[src/rtl/bit_kosusu_pkg.sv]
// Shared encodings for the bit_kosusu sequencer: game state and issued command.
package bit_kosusu_pkg;

  typedef enum logic [1:0] {
    IDLE = 2'b00,
    RUN  = 2'b01,
    DONE = 2'b10
  } durum_e;

  typedef enum logic [1:0] {
    NONE  = 2'b00,
    ILERI = 2'b01,
    DON   = 2'b10
  } cmd_e;

endpackage

[src/rtl/bit_kosusu_kontrol_if.sv]
// Engine-side bus of the sequencer: step strobe, command, status; the sequencer is master.
interface bit_kosusu_kontrol_if #(
  parameter int MOVE_W = 8
);
  logic              bitti_mi;
  logic              step_en;
  logic              cmd_ileri;
  logic              cmd_don;
  logic [1:0]        durum;
  logic [MOVE_W-1:0] hamle_sayisi;
  logic              zaman_asimi;

  modport master (
    input  bitti_mi,
    output step_en, cmd_ileri, cmd_don, durum, hamle_sayisi, zaman_asimi
  );

  modport slave (
    output bitti_mi,
    input  step_en, cmd_ileri, cmd_don, durum, hamle_sayisi, zaman_asimi
  );
endinterface

[src/rtl/buton_yakala.sv]
// Button capture: 2-flop synchroniser, optional debounce, registered rising-edge pulse.
// Debounce is compiled in with BIT_KOSUSU_KONTROL_DEBOUNCE_EN.
module buton_yakala #(
  parameter int DEB_CYCLES = 1_000_000
) (
  input  logic clk,
  input  logic rst_n,
  input  logic pin,
  output logic pulse
);

  logic s1, s2, lvl, prev;

  always_ff @(posedge clk) begin
    if (!rst_n) begin
      s1    <= 1'b0;
      s2    <= 1'b0;
      prev  <= 1'b0;
      pulse <= 1'b0;
    end else begin
      s1    <= pin;
      s2    <= s1;
      prev  <= lvl;
      pulse <= lvl & ~prev;
    end
  end

`ifdef BIT_KOSUSU_KONTROL_DEBOUNCE_EN
  localparam int DW = $clog2(DEB_CYCLES + 1);

  logic [DW-1:0] deb_cnt;
  logic          deb;

  // Level only follows s2 after it has disagreed for DEB_CYCLES straight cycles.
  always_ff @(posedge clk) begin
    if (!rst_n) begin
      deb_cnt <= '0;
      deb     <= 1'b0;
    end else if (s2 == deb) begin
      deb_cnt <= '0;
    end else if (deb_cnt == DW'(DEB_CYCLES - 1)) begin
      deb     <= s2;
      deb_cnt <= '0;
    end else begin
      deb_cnt <= deb_cnt + 1'b1;
    end
  end

  assign lvl = deb;
`else
  assign lvl = s2;
`endif

endmodule

[src/rtl/bit_kosusu_kontrol.sv]
// Game sequencer: step-enable generator, pending button commands and IDLE/RUN/DONE lifecycle.
// Optional button debounce under BIT_KOSUSU_KONTROL_DEBOUNCE_EN.
module bit_kosusu_kontrol
  import bit_kosusu_pkg::*;
#(
  parameter int TICK_DIV   = 100_000_000,
  parameter int MOVE_W     = 8,
  parameter int MAX_MOVES  = 200,
  parameter int DEB_CYCLES = 1_000_000
) (
  input  logic clk,
  input  logic rst_n,
  input  logic baslat,
  input  logic ileri,
  input  logic don,
  bit_kosusu_kontrol_if.master eng
);

  localparam int CNT_W = $clog2(TICK_DIV);

  logic bas_e, ile_e, don_e;

  buton_yakala #(.DEB_CYCLES(DEB_CYCLES)) u_bas (.clk(clk), .rst_n(rst_n), .pin(baslat), .pulse(bas_e));
  buton_yakala #(.DEB_CYCLES(DEB_CYCLES)) u_ile (.clk(clk), .rst_n(rst_n), .pin(ileri),  .pulse(ile_e));
  buton_yakala #(.DEB_CYCLES(DEB_CYCLES)) u_don (.clk(clk), .rst_n(rst_n), .pin(don),    .pulse(don_e));

  durum_e            state_q, state_d;
  logic [CNT_W-1:0]  cnt_q;
  logic              pend_ileri, pend_don;
  logic              step_q, cmd_ileri_q, cmd_don_q, zaman_q;
  logic [MOVE_W-1:0] hamle_q;

  logic tick, fire, hit_max, start, set_zaman;
  cmd_e cmd_sel;

  always_ff @(posedge clk) begin
    if (!rst_n) state_q <= IDLE;
    else        state_q <= state_d;
  end

  always_comb begin
    state_d   = state_q;
    start     = 1'b0;
    set_zaman = 1'b0;
    tick      = (state_q == RUN) && (cnt_q == CNT_W'(TICK_DIV - 1));
    hit_max   = hamle_q >= MOVE_W'(MAX_MOVES);
    case (state_q)
      IDLE: if (bas_e) begin
        state_d = RUN;
        start   = 1'b1;
      end
      // bitti_mi outranks the move limit, so a tie finishes without timeout.
      RUN: if (eng.bitti_mi) begin
        state_d = DONE;
      end else if (hit_max) begin
        state_d   = DONE;
        set_zaman = 1'b1;
      end
      DONE: if (bas_e) state_d = IDLE;
      default: state_d = IDLE;
    endcase
    // A tick in the cycle that leaves RUN never reaches the engine.
    fire    = tick && (state_d == RUN);
    cmd_sel = NONE;
    if (fire) begin
      if (pend_don)        cmd_sel = DON;
      else if (pend_ileri) cmd_sel = ILERI;
    end
  end

  always_ff @(posedge clk) begin
    if (!rst_n) begin
      cnt_q       <= '0;
      pend_ileri  <= 1'b0;
      pend_don    <= 1'b0;
      step_q      <= 1'b0;
      cmd_ileri_q <= 1'b0;
      cmd_don_q   <= 1'b0;
      zaman_q     <= 1'b0;
      hamle_q     <= '0;
    end else begin
      step_q      <= fire;
      cmd_ileri_q <= (cmd_sel == ILERI);
      cmd_don_q   <= (cmd_sel == DON);

      if (state_q == RUN && state_d == RUN) cnt_q <= tick ? '0 : cnt_q + 1'b1;
      else                                  cnt_q <= '0;

      // Edge arriving with a consumption re-arms; anything but staying in RUN clears.
      if (state_d != RUN) begin
        pend_ileri <= 1'b0;
        pend_don   <= 1'b0;
      end else begin
        pend_ileri <= (pend_ileri & ~(cmd_sel == ILERI)) | ((state_q == RUN) & ile_e);
        pend_don   <= (pend_don   & ~(cmd_sel == DON))   | ((state_q == RUN) & don_e);
      end

      if (start)                                 hamle_q <= '0;
      else if (cmd_sel != NONE && hamle_q != '1) hamle_q <= hamle_q + 1'b1;

      if (start)          zaman_q <= 1'b0;
      else if (set_zaman) zaman_q <= 1'b1;
    end
  end

  assign eng.step_en      = step_q;
  assign eng.cmd_ileri    = cmd_ileri_q;
  assign eng.cmd_don      = cmd_don_q;
  assign eng.durum        = state_q;
  assign eng.hamle_sayisi = hamle_q;
  assign eng.zaman_asimi  = zaman_q;

endmodule

[src/flat_wrapper.sv]
// flat-port wrapper written by rule: the top's interface ports become plain ports
module bit_kosusu_kontrol_flat import bit_kosusu_pkg::*;
#(
  parameter int TICK_DIV   = 100_000_000,
  parameter int MOVE_W     = 8,
  parameter int MAX_MOVES  = 200,
  parameter int DEB_CYCLES = 1_000_000
)
  (clk, rst_n, baslat, ileri, don, eng_bitti_mi, eng_step_en, eng_cmd_ileri, eng_cmd_don, eng_durum, eng_hamle_sayisi, eng_zaman_asimi);
  bit_kosusu_kontrol_if #(.MOVE_W(MOVE_W)) eng_i ();
  input  logic clk;
  input  logic rst_n;
  input  logic baslat;
  input  logic ileri;
  input  logic don;
  input wire logic [$bits(eng_i.bitti_mi)-1:0] eng_bitti_mi;
  output wire logic [$bits(eng_i.step_en)-1:0] eng_step_en;
  output wire logic [$bits(eng_i.cmd_ileri)-1:0] eng_cmd_ileri;
  output wire logic [$bits(eng_i.cmd_don)-1:0] eng_cmd_don;
  output wire logic [$bits(eng_i.durum)-1:0] eng_durum;
  output wire logic [$bits(eng_i.hamle_sayisi)-1:0] eng_hamle_sayisi;
  output wire logic [$bits(eng_i.zaman_asimi)-1:0] eng_zaman_asimi;
  assign eng_i.bitti_mi = eng_bitti_mi;
  assign eng_step_en = eng_i.step_en;
  assign eng_cmd_ileri = eng_i.cmd_ileri;
  assign eng_cmd_don = eng_i.cmd_don;
  assign eng_durum = eng_i.durum;
  assign eng_hamle_sayisi = eng_i.hamle_sayisi;
  assign eng_zaman_asimi = eng_i.zaman_asimi;
  bit_kosusu_kontrol #(.TICK_DIV(TICK_DIV), .MOVE_W(MOVE_W), .MAX_MOVES(MAX_MOVES), .DEB_CYCLES(DEB_CYCLES)) u_core (.clk(clk), .rst_n(rst_n), .baslat(baslat), .ileri(ileri), .don(don), .eng(eng_i));
endmodule
[config.mk]
export PLATFORM = sky130hd
export DESIGN_NAME = bit_kosusu_kontrol_flat
export DESIGN_NICKNAME = d
export VERILOG_FILES = /design/src/rtl/bit_kosusu_pkg.sv /design/src/rtl/bit_kosusu_kontrol_if.sv /design/src/rtl/buton_yakala.sv /design/src/rtl/bit_kosusu_kontrol.sv /design/src/flat_wrapper.sv
export SDC_FILE = /design/constraint.sdc
export NUM_CORES = 1
export LEC_CHECK = 0
export CAP_MARGIN = 20
export CORE_AREA = 2 2 71 56
export DETAILED_ROUTE_END_ITERATION = 10
export DIE_AREA = 0 0 73 58
export DONT_BUFFER_PORTS = 1
export PLACE_DENSITY = 0.79
export SETUP_SLACK_MARGIN = 0.02
export SYNTH_ARGS = -nofsm -noshare
export SYNTH_HDL_FRONTEND = slang
export SYNTH_SLANG_ARGS = --single-unit
[constraint.sdc]
create_clock -name clk -period 5.2 [get_ports clk]
set_clock_uncertainty 0.1 [all_clocks]
set_input_delay 0.26 -clock clk [delete_from_list [all_inputs] [get_ports clk]]
set_output_delay 0.26 -clock clk [all_outputs]
set_load 0.005 [all_outputs]
==> impl_metrics.yaml, run 1 <==
setup_path:
  critPathMaxStageDelay_ns: 0.70
  critPathCaptureType: "flip-flop"
  crit_buf_inv: 0
  crit_chain: "ha_1, nand4_1, or3_1, nand2_1, nor2_1"
  crit_slowest_cell: "nand2_1"
  path_depth: 5
  arrival_ns: 2.65
  crit_required_ns: 5.28
  cp_top_family: "simple AND/OR/NAND/NOR gates"
  reg2reg_depth: 5
  path_max_fanout: 25
  reg2reg_slack_ns: 2.64
  worst_setup_path_start_kind: "flip-flop"
  critical_path_class: "reg2reg"
clock_tree:
  cts_buffers: 5
  numClockSinks: 55
  cts_max_level: 2
  clockBufferDepth: 2
  ctsResizeCount: 0
  tritoncts: "built"
  clk_latency_ns: 0.32
  cts.clk_slew.worst_paths_ns: 0.11
  cts_root_buf: "clkbuf_8"
timing:
  timing.hold.ws_ns: 0.0212
  max_freq_mhz: 390
  tightest_slew_ns: 0.795
  finalCritPeriodShare_pct: 49.3
  fin_crit_ns: 2.56
  maxSlewViolCount: 0
  hold_viol: 0
  rsz0062_at_grt: "false"
  relSlewSlack_pct: 46.6
  setup_violations: 0
  tns_ns: 0
logic_synthesis:
  yosysTopAreaCellShare_pct: 49.5
  synth_largest_area_cell: "dfxtp_1"
  synthTopCellsByArea: "dfxtp_1 (49%), xor2_1 (7.5%), nor2_1 (6.2%)"
  synth_cell_types: 34
  syn_area_per_cell_um2: 9.04
  synth_seq_cells: 55
  yosysWarnings: 0
  synthCells: 246
  netlist_area_um2: 2220
  synthesis.nets: 255
  ys_seq_area_share_pct: 49.5
pwr:
  p_leak_uw: 0.000814
  power.density_nw_per_um2: 289
  peakVddDrop_v: 0.000188
route:
  wl_per_cell_um: 13.2
  via_count: 1658
  viasPerCell: 5.62
  drtPass1Iterations: 4
  routed_wl_um: 3890
  ant_nets: 0
  remaining_drc_errors: 0
  drt_iter0_markers: 85
global_route:
  grt-ovfl-total: 0
  grt_pass1_vias: 1479
  grt_max_degree: 26
  grt_util_all_layers_pct: 20.3
  antenna_found_initial: 0
  grt_first_pass_wirelength_um: 6710
die:
  die_y_um: 58
  pin_count: 20
  rows: 19
  die_x_um: 73
  dieArea_um2: 4230
  start_util_pct: 62.8
  core_area_um2: 3540
placement:
  place.detailed.hpwl_um: 2600
  place_congestion: 0.803
  numPortBuffers: 0
finish:
  synthToLayoutAreaGrowth_pct: 7.42
  layout_common_cells: "dfxtp_1 (55), nor2_1 (37), xor2_1 (19)"
  nNetsFinal: 261
  seqCellArea_um2: 1100
  n_fill_cell: 282
  layout_commonest_cell: "dfxtp_1"
  multiInputGateArea_um2: 1070
  drive_gt1_share_pct: 5.14
  diodes: 0
run_status:
  status: "finished clean"
min_path:
  hold-path-cell-count: 2
  hp-class: "in2reg"
run:
  maxCapViolCount: 0
## final cells by class
type	instances	area share [%]
Clock buffer	5	2.88
Inverter	7	1.10
Multi-Input combinational cell	178	44.7
Tap cell	42	2.20
Timing Repair Buffer	5	1.88
Clock inverter	3	1.20
Sequential cell	55	46.1
## path summary, 6_finish.rpt
check | startpoint | endpoint
setup / recovery | u_core.cnt_q[0] | u_core.cnt_q[24]
hold / removal | rst_n | u_core.pend_don
setup reg to reg | u_core.cnt_q[0] | u_core.cnt_q[24]
hold reg to reg | u_core.u_bas.prev | u_core.u_bas.pulse
## per-layer routing
metal  global-route usage [%]  vias up  routed length [µm]
met5                        0        -                   0
met4                     7.94        0                  48
met3                     4.35        6                 148
met2                     29.6       36                1770
met1                     29.4      762                1920
li1                         -      854                   -
## kinds of logic (layout without fill, tap and decap cells)
logic type	Yosys count	after routing	synth area share, %
AOI/OAI and AO/OA	21	21	6.13
xor gates and xnor gates	25	25	9.84
adders and majority gates	3	3	1.69
buffers and inverters	13	20	2.53
DFF	55	55	49.5
and+or+nand+nor	129	129	30.3
## registers in the layout, summed over array words and instances (netlist names)
signal and count:
u_core.cnt_q 27, u_core.eng.hamle_sayisi 8, u_core.eng.durum 2, u_core.eng.cmd_don 1, u_core.eng.cmd_ileri 1, u_core.eng.step_en 1
u_core.eng.zaman_asimi 1, u_core.pend_don 1, u_core.pend_ileri 1, u_core.u_bas.lvl 1, u_core.u_bas.prev 1, u_core.u_bas.pulse 1
u_core.u_bas.s1 1, u_core.u_don.lvl 1, u_core.u_don.prev 1, u_core.u_don.pulse 1, u_core.u_don.s1 1, u_core.u_ile.lvl 1
u_core.u_ile.prev 1, u_core.u_ile.pulse 1, u_core.u_ile.s1 1
## synth_stat cells (all sizes together)
cell    count
a22oi       1
o211ai      1
nand2      18
or3         2
o21ai       3
and3        6
nand4       8
or2         1
inv         7
nor4b       2
or3b        1
and2       12
nor4        3
nand3      17
o31ai       5
nor2       37
and4        3
a2bb2o      1
o311a       1
nor3        7
buf         1
dfxtp      55
clkbuf      5
ha          3
xnor2       6
nor2b       4
xor2       19
and3b       1
or4         5
o31a        1
a21oi       8
nand2b      2
## repair_timing
item                       4_1_cts  5_1_grt
hold buffers                     4        0
buffers inserted                 0        0
setup endpoints to repair        0        0
hold endpoints to repair        10        0
## per-stage QoR
step / std cells / setup slack [ns] / instance area, µm² / util, % / total power [µW]
detailed placement: 282 / 2.67 / 2250 / 63.4 / 443
finish: 295 / 2.64 / 2390 / 67.5 / 691
global route: 295 / 2.36 / 2390 / 67.5 / 710
floorplan: 246 / 2.97 / 2220 / - / 441
global placement: 282 / 2.73 / 2250 / 63.4 / 442
CTS: 294 / 2.63 / 2380 / 67.3 / 695
## report_power, final
group	switching [µW]	leakage, µW	internal (µW)	total, µW
sequential	1.29	0.000445	425	426
clock	153	0.0000511	102	255
combinational	4.95	0.000318	4.93	9.88
total	159	0.000814	532	691
Power figures use the tool's default switching activity.
==> inputs of run 2 (changes only) <==
--- a/config.mk
+++ b/config.mk
@@ -6,11 +6,11 @@
 export NUM_CORES = 1
 export LEC_CHECK = 0
 export CAP_MARGIN = 20
-export CORE_AREA = 2 2 71 56
+export CORE_AREA = 2 2 73 58
 export DETAILED_ROUTE_END_ITERATION = 10
-export DIE_AREA = 0 0 73 58
+export DIE_AREA = 0 0 75 60
 export DONT_BUFFER_PORTS = 1
-export PLACE_DENSITY = 0.79
+export PLACE_DENSITY = 0.75
 export SETUP_SLACK_MARGIN = 0.02
 export SYNTH_ARGS = -nofsm -noshare
 export SYNTH_HDL_FRONTEND = slang
==> constraint.sdc (replaced) <==
create_clock -name clk -period 2.4 [get_ports clk]
set_clock_uncertainty 0.1 [all_clocks]
set_input_delay 0.12 -clock clk [delete_from_list [all_inputs] [get_ports clk]]
set_output_delay 0.12 -clock clk [all_outputs]
set_load 0.005 [all_outputs]
==> impl_metrics.yaml, run 2 (synthesis gave the netlist of run 1 again) <==
placement:
  place_area_um2: 2370
  numPortBuffers: 0
  place.detailed.hpwl_um: 2750
  dp.cells: 308
  place_congestion: 0.831
clock_tree:
  clockBufferDepth: 2
  numClockSinks: 55
  cts_max_level: 2
  clk_latency_ns: 0.31
  cts.clk_slew.worst_paths_ns: 0.09
  tritoncts: "built"
  cts_buffers: 5
  cts_root_buf: "clkbuf_8"
  cts_setup_buffers: 0
global_route:
  grt_max_degree: 26
  grt-ovfl-total: 0
  grt_first_pass_wirelength_um: 6560
  antenna_found_initial: 0
  grt_util_all_layers_pct: 19.7
  grt_pass1_vias: 1478
route:
  remaining_drc_errors: 0
  ant_nets: 0
  drtPass1Iterations: 4
  drt_iter0_markers: 115
  wl_per_cell_um: 12.5
  viasPerCell: 5.34
  routed_wl_um: 4010
  via_count: 1713
finish:
  drive_gt1_share_pct: 9.77
  largest_reg_flops: 27
  fin_cells: 321
  nNetsFinal: 274
  layout_commonest_cell: "dfxtp_1"
  top_register: "u_core.cnt_q"
  n_fill_cell: 313
  diodes: 0
  synthToLayoutAreaGrowth_pct: 14.5
  final_cell_area_um2: 2550
  layout_common_cells: "dfxtp_1 (55), nor2_1 (37), xor2_1 (19)"
timing:
  finalCritPeriodShare_pct: 94.6
  setup_violations: 0
  fin_crit_ns: 2.27
  maxSlewViolCount: 0
  hold_viol: 0
  timing.hold.ws_ns: 0.0170
  relSlewSlack_pct: 63.3
  max_freq_mhz: 440
  tightest_slew_ns: 0.546
  rsz0062_at_grt: "false"
  tns_ns: 0
die:
  dieArea_um2: 4500
  die_x_um: 75
  start_util_pct: 58.1
  rows: 20
  die_y_um: 60
  core_area_um2: 3830
  pin_count: 20
min_path:
  hp-class: "in2reg"
setup_path:
  critPathCaptureType: "flip-flop"
  path_max_fanout: 13
  arrival_ns: 2.41
  crit_required_ns: 2.54
  critical_path_class: "reg2reg"
  worst_setup_path_start_kind: "flip-flop"
pwr:
  power.density_nw_per_um2: 618
  p_leak_uw: 0.000900
  peakVddDrop_v: 0.000538
run_status:
  status: "finished clean"
run:
  maxCapViolCount: 0
## run 2: layout make-up
type                       instances  area (µm²)  area share [%]
clock inverter                     2        35.0            1.38
tap                               55        68.8            2.70
inverter                           7        26.3            1.03
sequential                        55        1100            43.2
clock buffer                       6        82.6            3.24
timing repair buffer              18         160            6.29
multi-input combinational        178        1070            42.1
## run 2: worst max-delay path, cell delays in order, from the launching register on
cell	delay, ns
dfxtp_1	0.32
o311a_1	0.38
o31a_1	0.32
or3_4	0.46
or4_1	0.48
a21oi_1	0.14
## run 2: metal layers
metal	GRT usage, %	wire length (µm)	vias to the layer above
li1	-	-	882
met1	26.1	1920	791
met2	30.5	1810	33
met3	6.75	227	7
met4	6.12	54	0
met5	0	0	-
## run 2: power breakdown
group          switching, µW  internal, µW  total, µW
combinational           11.7          12.3       23.9
clock                    289           338        627
sequential              2.54           920        922
## run 2: repair_timing
action	4_1_cts	5_1_grt
hold buffers	5	0
hold endpoints to repair	17	0
resized for setup	0	1
endpoints found under the setup margin	0	5
## run 2: worst paths after layout
| check | start | end | slack, ns | cells past startpoint |
|---|---|---|---|---|
| min reg2reg | u_core.u_bas.prev | u_core.u_bas.pulse | 0.29 | 1 |
| min | rst_n | u_core.pend_ileri | 0.02 | 3 |
| max reg2reg | u_core.eng.hamle_sayisi[3] | u_core.eng.hamle_sayisi[4] | 0.13 | 5 |
| max | u_core.eng.hamle_sayisi[3] | u_core.eng.hamle_sayisi[4] | 0.13 | 5 |
## run 2: metrics by stage
stage | setup slack [ns] | power [µW] | util [%]
after floorplan | 0.165 | 957 | -
after global placement | 0.189 | 959 | 62.0
after detailed placement | 0.161 | 959 | 62.0
after CTS | 0.0747 | 1590 | 66.4
after global routing | 0.0303 | 1620 | 66.5
final | 0.130 | 1570 | 66.5
==> inputs of run 3 (changes only) <==
--- a/config.mk
+++ b/config.mk
@@ -6,12 +6,14 @@
 export NUM_CORES = 1
 export LEC_CHECK = 0
 export CAP_MARGIN = 20
-export CORE_AREA = 2 2 73 58
+export CORE_AREA = 2 2 74 58
 export DETAILED_ROUTE_END_ITERATION = 10
-export DIE_AREA = 0 0 75 60
+export DIE_AREA = 0 0 76 60
 export DONT_BUFFER_PORTS = 1
 export PLACE_DENSITY = 0.75
 export SETUP_SLACK_MARGIN = 0.02
+export SLEW_MARGIN = 20
 export SYNTH_ARGS = -nofsm -noshare
 export SYNTH_HDL_FRONTEND = slang
+export SYNTH_HIERARCHICAL = 1
 export SYNTH_SLANG_ARGS = --single-unit
==> impl_metrics.yaml, run 3 <==
route:
  ant_nets: 0
  via_count: 1806
  viasPerCell: 5.38
  routed_wl_um: 4420
  wl_per_cell_um: 13.1
  drt_iter0_markers: 112
  remaining_drc_errors: 0
  drtPass1Iterations: 4
timing:
  maxSlewViolCount: 0
  finalCritPeriodShare_pct: 97.5
  timing.hold.ws_ns: 0.0395
  rsz0062_at_grt: "true"
  fin_crit_ns: 2.34
  relSlewSlack_pct: 57.1
  max_freq_mhz: 427
  hold_viol: 0
  setup_violations: 0
  tightest_slew_ns: 0.639
die:
  pin_count: 20
  die_y_um: 60
  rows: 20
  dieArea_um2: 4560
  start_util_pct: 58.3
  core_area_um2: 3880
  die_x_um: 76
logic_synthesis:
  ys.flop_type: "dfxtp_1"
  netlist_area_um2: 2260
  synthArstFlopShare_pct: 0
  synth_cell_types: 36
  syn_area_per_cell_um2: 9.04
  synthTopCellsByArea: "dfxtp_1 (49%), xor2_1 (7.7%), nor2_1 (6.3%)"
  synthesis.nets: 259
  post-synth-top-count-cell: "dfxtp_1"
  synth_seq_cells: 55
  ys_seq_area_share_pct: 48.7
  synth_common_cells: "dfxtp_1 (55), nor2_1 (38), xor2_1 (20)"
  yosysWarnings: 6
  yosysTopAreaCellShare_pct: 48.7
  synth_largest_area_cell: "dfxtp_1"
  synthCells: 250
  synth_edf_count: 0
finish:
  top_register: "u_core/cnt_q"
  largest_reg_flops: 27
  drive_gt1_share_pct: 18.1
  layout_common_cells: "dfxtp_1 (54), nor2_1 (38), buf_4 (20), xor2_1 (20), nand2_1 (18)"
  seqCellArea_um2: 1100
  diodes: 0
  multiInputGateArea_um2: 1140
  synthToLayoutAreaGrowth_pct: 18.9
  nNetsFinal: 289
  layout_commonest_cell: "dfxtp_1"
  n_fill_cell: 318
  fin_cells: 336
clock_tree:
  cts_buffers: 5
  clk_latency_ns: 0.31
  clockBufferDepth: 2
  cts.clk_slew.worst_paths_ns: 0.10
  cts_root_buf: "clkbuf_8"
  cts_max_level: 2
  tritoncts: "built"
  numClockSinks: 55
setup_path:
  critPathCaptureType: "flip-flop"
  critical_path_class: "reg2reg"
  arrival_ns: 2.49
  r2r-end: "u_core/eng.hamle_sayisi[3]"
  cp-endpoint: "u_core/eng.hamle_sayisi[3]"
  path_max_fanout: 6
  worst_setup_path_start_kind: "flip-flop"
  reg2reg_depth: 5
  rr_startpoint: "u_core/eng.hamle_sayisi[3]"
  crit_slowest_cell: "or4b_4"
  reg2reg_slack_ns: 0.06
  crit_chain: "o311a_1, o31a_1, or4b_4, or4_1, a21oi_1"
  critPathLaunch: "u_core/eng.hamle_sayisi[3]"
  crit_required_ns: 2.55
  critPathMaxStageDelay_ns: 0.54
placement:
  place.detailed.hpwl_um: 3020
  place_congestion: 0.830
  dp.cells: 320
  numPortBuffers: 0
global_route:
  grt_first_pass_wirelength_um: 7360
  grt_pass1_vias: 1576
  grt-ovfl-total: 0
  grt_max_degree: 28
  grt_util_all_layers_pct: 20.7
  antenna_found_initial: 0
pwr:
  peakVddDrop_v: 0.000526
  power.density_nw_per_um2: 586
  p_leak_uw: 0.000942
run:
  maxCapViolCount: 0
min_path:
  hp-class: "in2reg"
  hold_start: "eng_bitti_mi"
run_status:
  status: "finished clean"
==> run 3: cell count changes in the layout (fill, tap and decap cells not counted), sizes merged, moves of 2 or more <==
cell   before  now
and3b       1    3
nand3      17   14
buf        13   22
o21a        0    2
o31ai       5    3
and3        6    4
nor4        3    1
nand4       8   13
o21ai       3    5
==> run 3: how the worst min path moves through the flow <==
stage                     endpoint  slack [ns]  depth (start not counted)
6_report       u_core/eng.durum[1]        0.04                          3
5_1_grt        u_core/eng.durum[1]        0.06                          3
4_1_cts        u_core/eng.durum[1]        0.03                          3
3_5_place_dp   u_core/eng.durum[1]        0.15                          1
3_3_place_gp   u_core/eng.durum[1]        0.14                          1
2_1_floorplan  u_core/eng.durum[1]        0.14                          1
==> run 3: final cells by class <==
class	instances	share of cell area [%]
multi-input cells	184	42.6
inverters	7	0.978
clock inverters	3	1.72
well taps	55	2.56
repair buffers	27	8.61
clock buffers	5	2.56
flip-flops and latches	55	41.0
==> run 3: report_power, final <==
group	total, µW	leakage (µW)	switching (µW)	internal (µW)
sequential	923	0.000445	3.12	920
combinational	31.1	0.000442	14.8	16.3
clock	622	0.0000548	308	314
==> run 3: metrics by stage <==
step | area (µm²) | total power [µW] | setup slack (ns) | setup TNS, ns | util [%]
5_1_grt | 2690 | 1630 | -0.00263 | -0.00489 | 69.3
6_report | 2690 | 1580 | 0.0590 | 0 | 69.3
2_1_floorplan | 2260 | 959 | 0.0804 | 0 | -
4_1_cts | 2670 | 1590 | 0.0298 | 0 | 68.7
3_5_place_dp | 2470 | 965 | -0.0134 | -0.0260 | 63.6
3_3_place_gp | 2470 | 964 | 0.0635 | 0 | 63.6
==> run 3: timing repair <==
action | 4_1_cts | 5_1_grt
setup buffers | 3 | 0
hold buffers | 5 | 0
hold endpoints to repair | 20 | 0
pin swaps | 3 | 3
gates cloned | 0 | 0
endpoints found under the setup margin | 6 | 6
gates resized for setup | 2 | 6
==> run 3: critical path, delay by kind of cell (launching register included) <==
kind,cells,cell delay (ns)
AND/OR/NAND/NOR,2,1.06
AO/OA/AOI/OAI,3,0.79
flip-flops,1,0.32
==> run 3: layer usage <==
metal	track usage (%)	wire [µm]
met1	28.4	2220
met2	32.3	1940
met3	5.14	197
met4	7.79	61
met5	0	0
==> run 3: cell families after synthesis <==
| kind of cell | Yosys count | share of synthesized area [%] |
|---|---|---|
| AOI/OAI and AO/OA | 23 | 6.31 |
| adders and majority gates | 3 | 1.66 |
| and+or+nand+nor | 132 | 31.3 |
| buffers and inverters | 11 | 1.94 |
| muxes | 1 | 0.443 |
| DFF | 55 | 48.7 |
| xor gates and xnor gates | 25 | 9.68 |
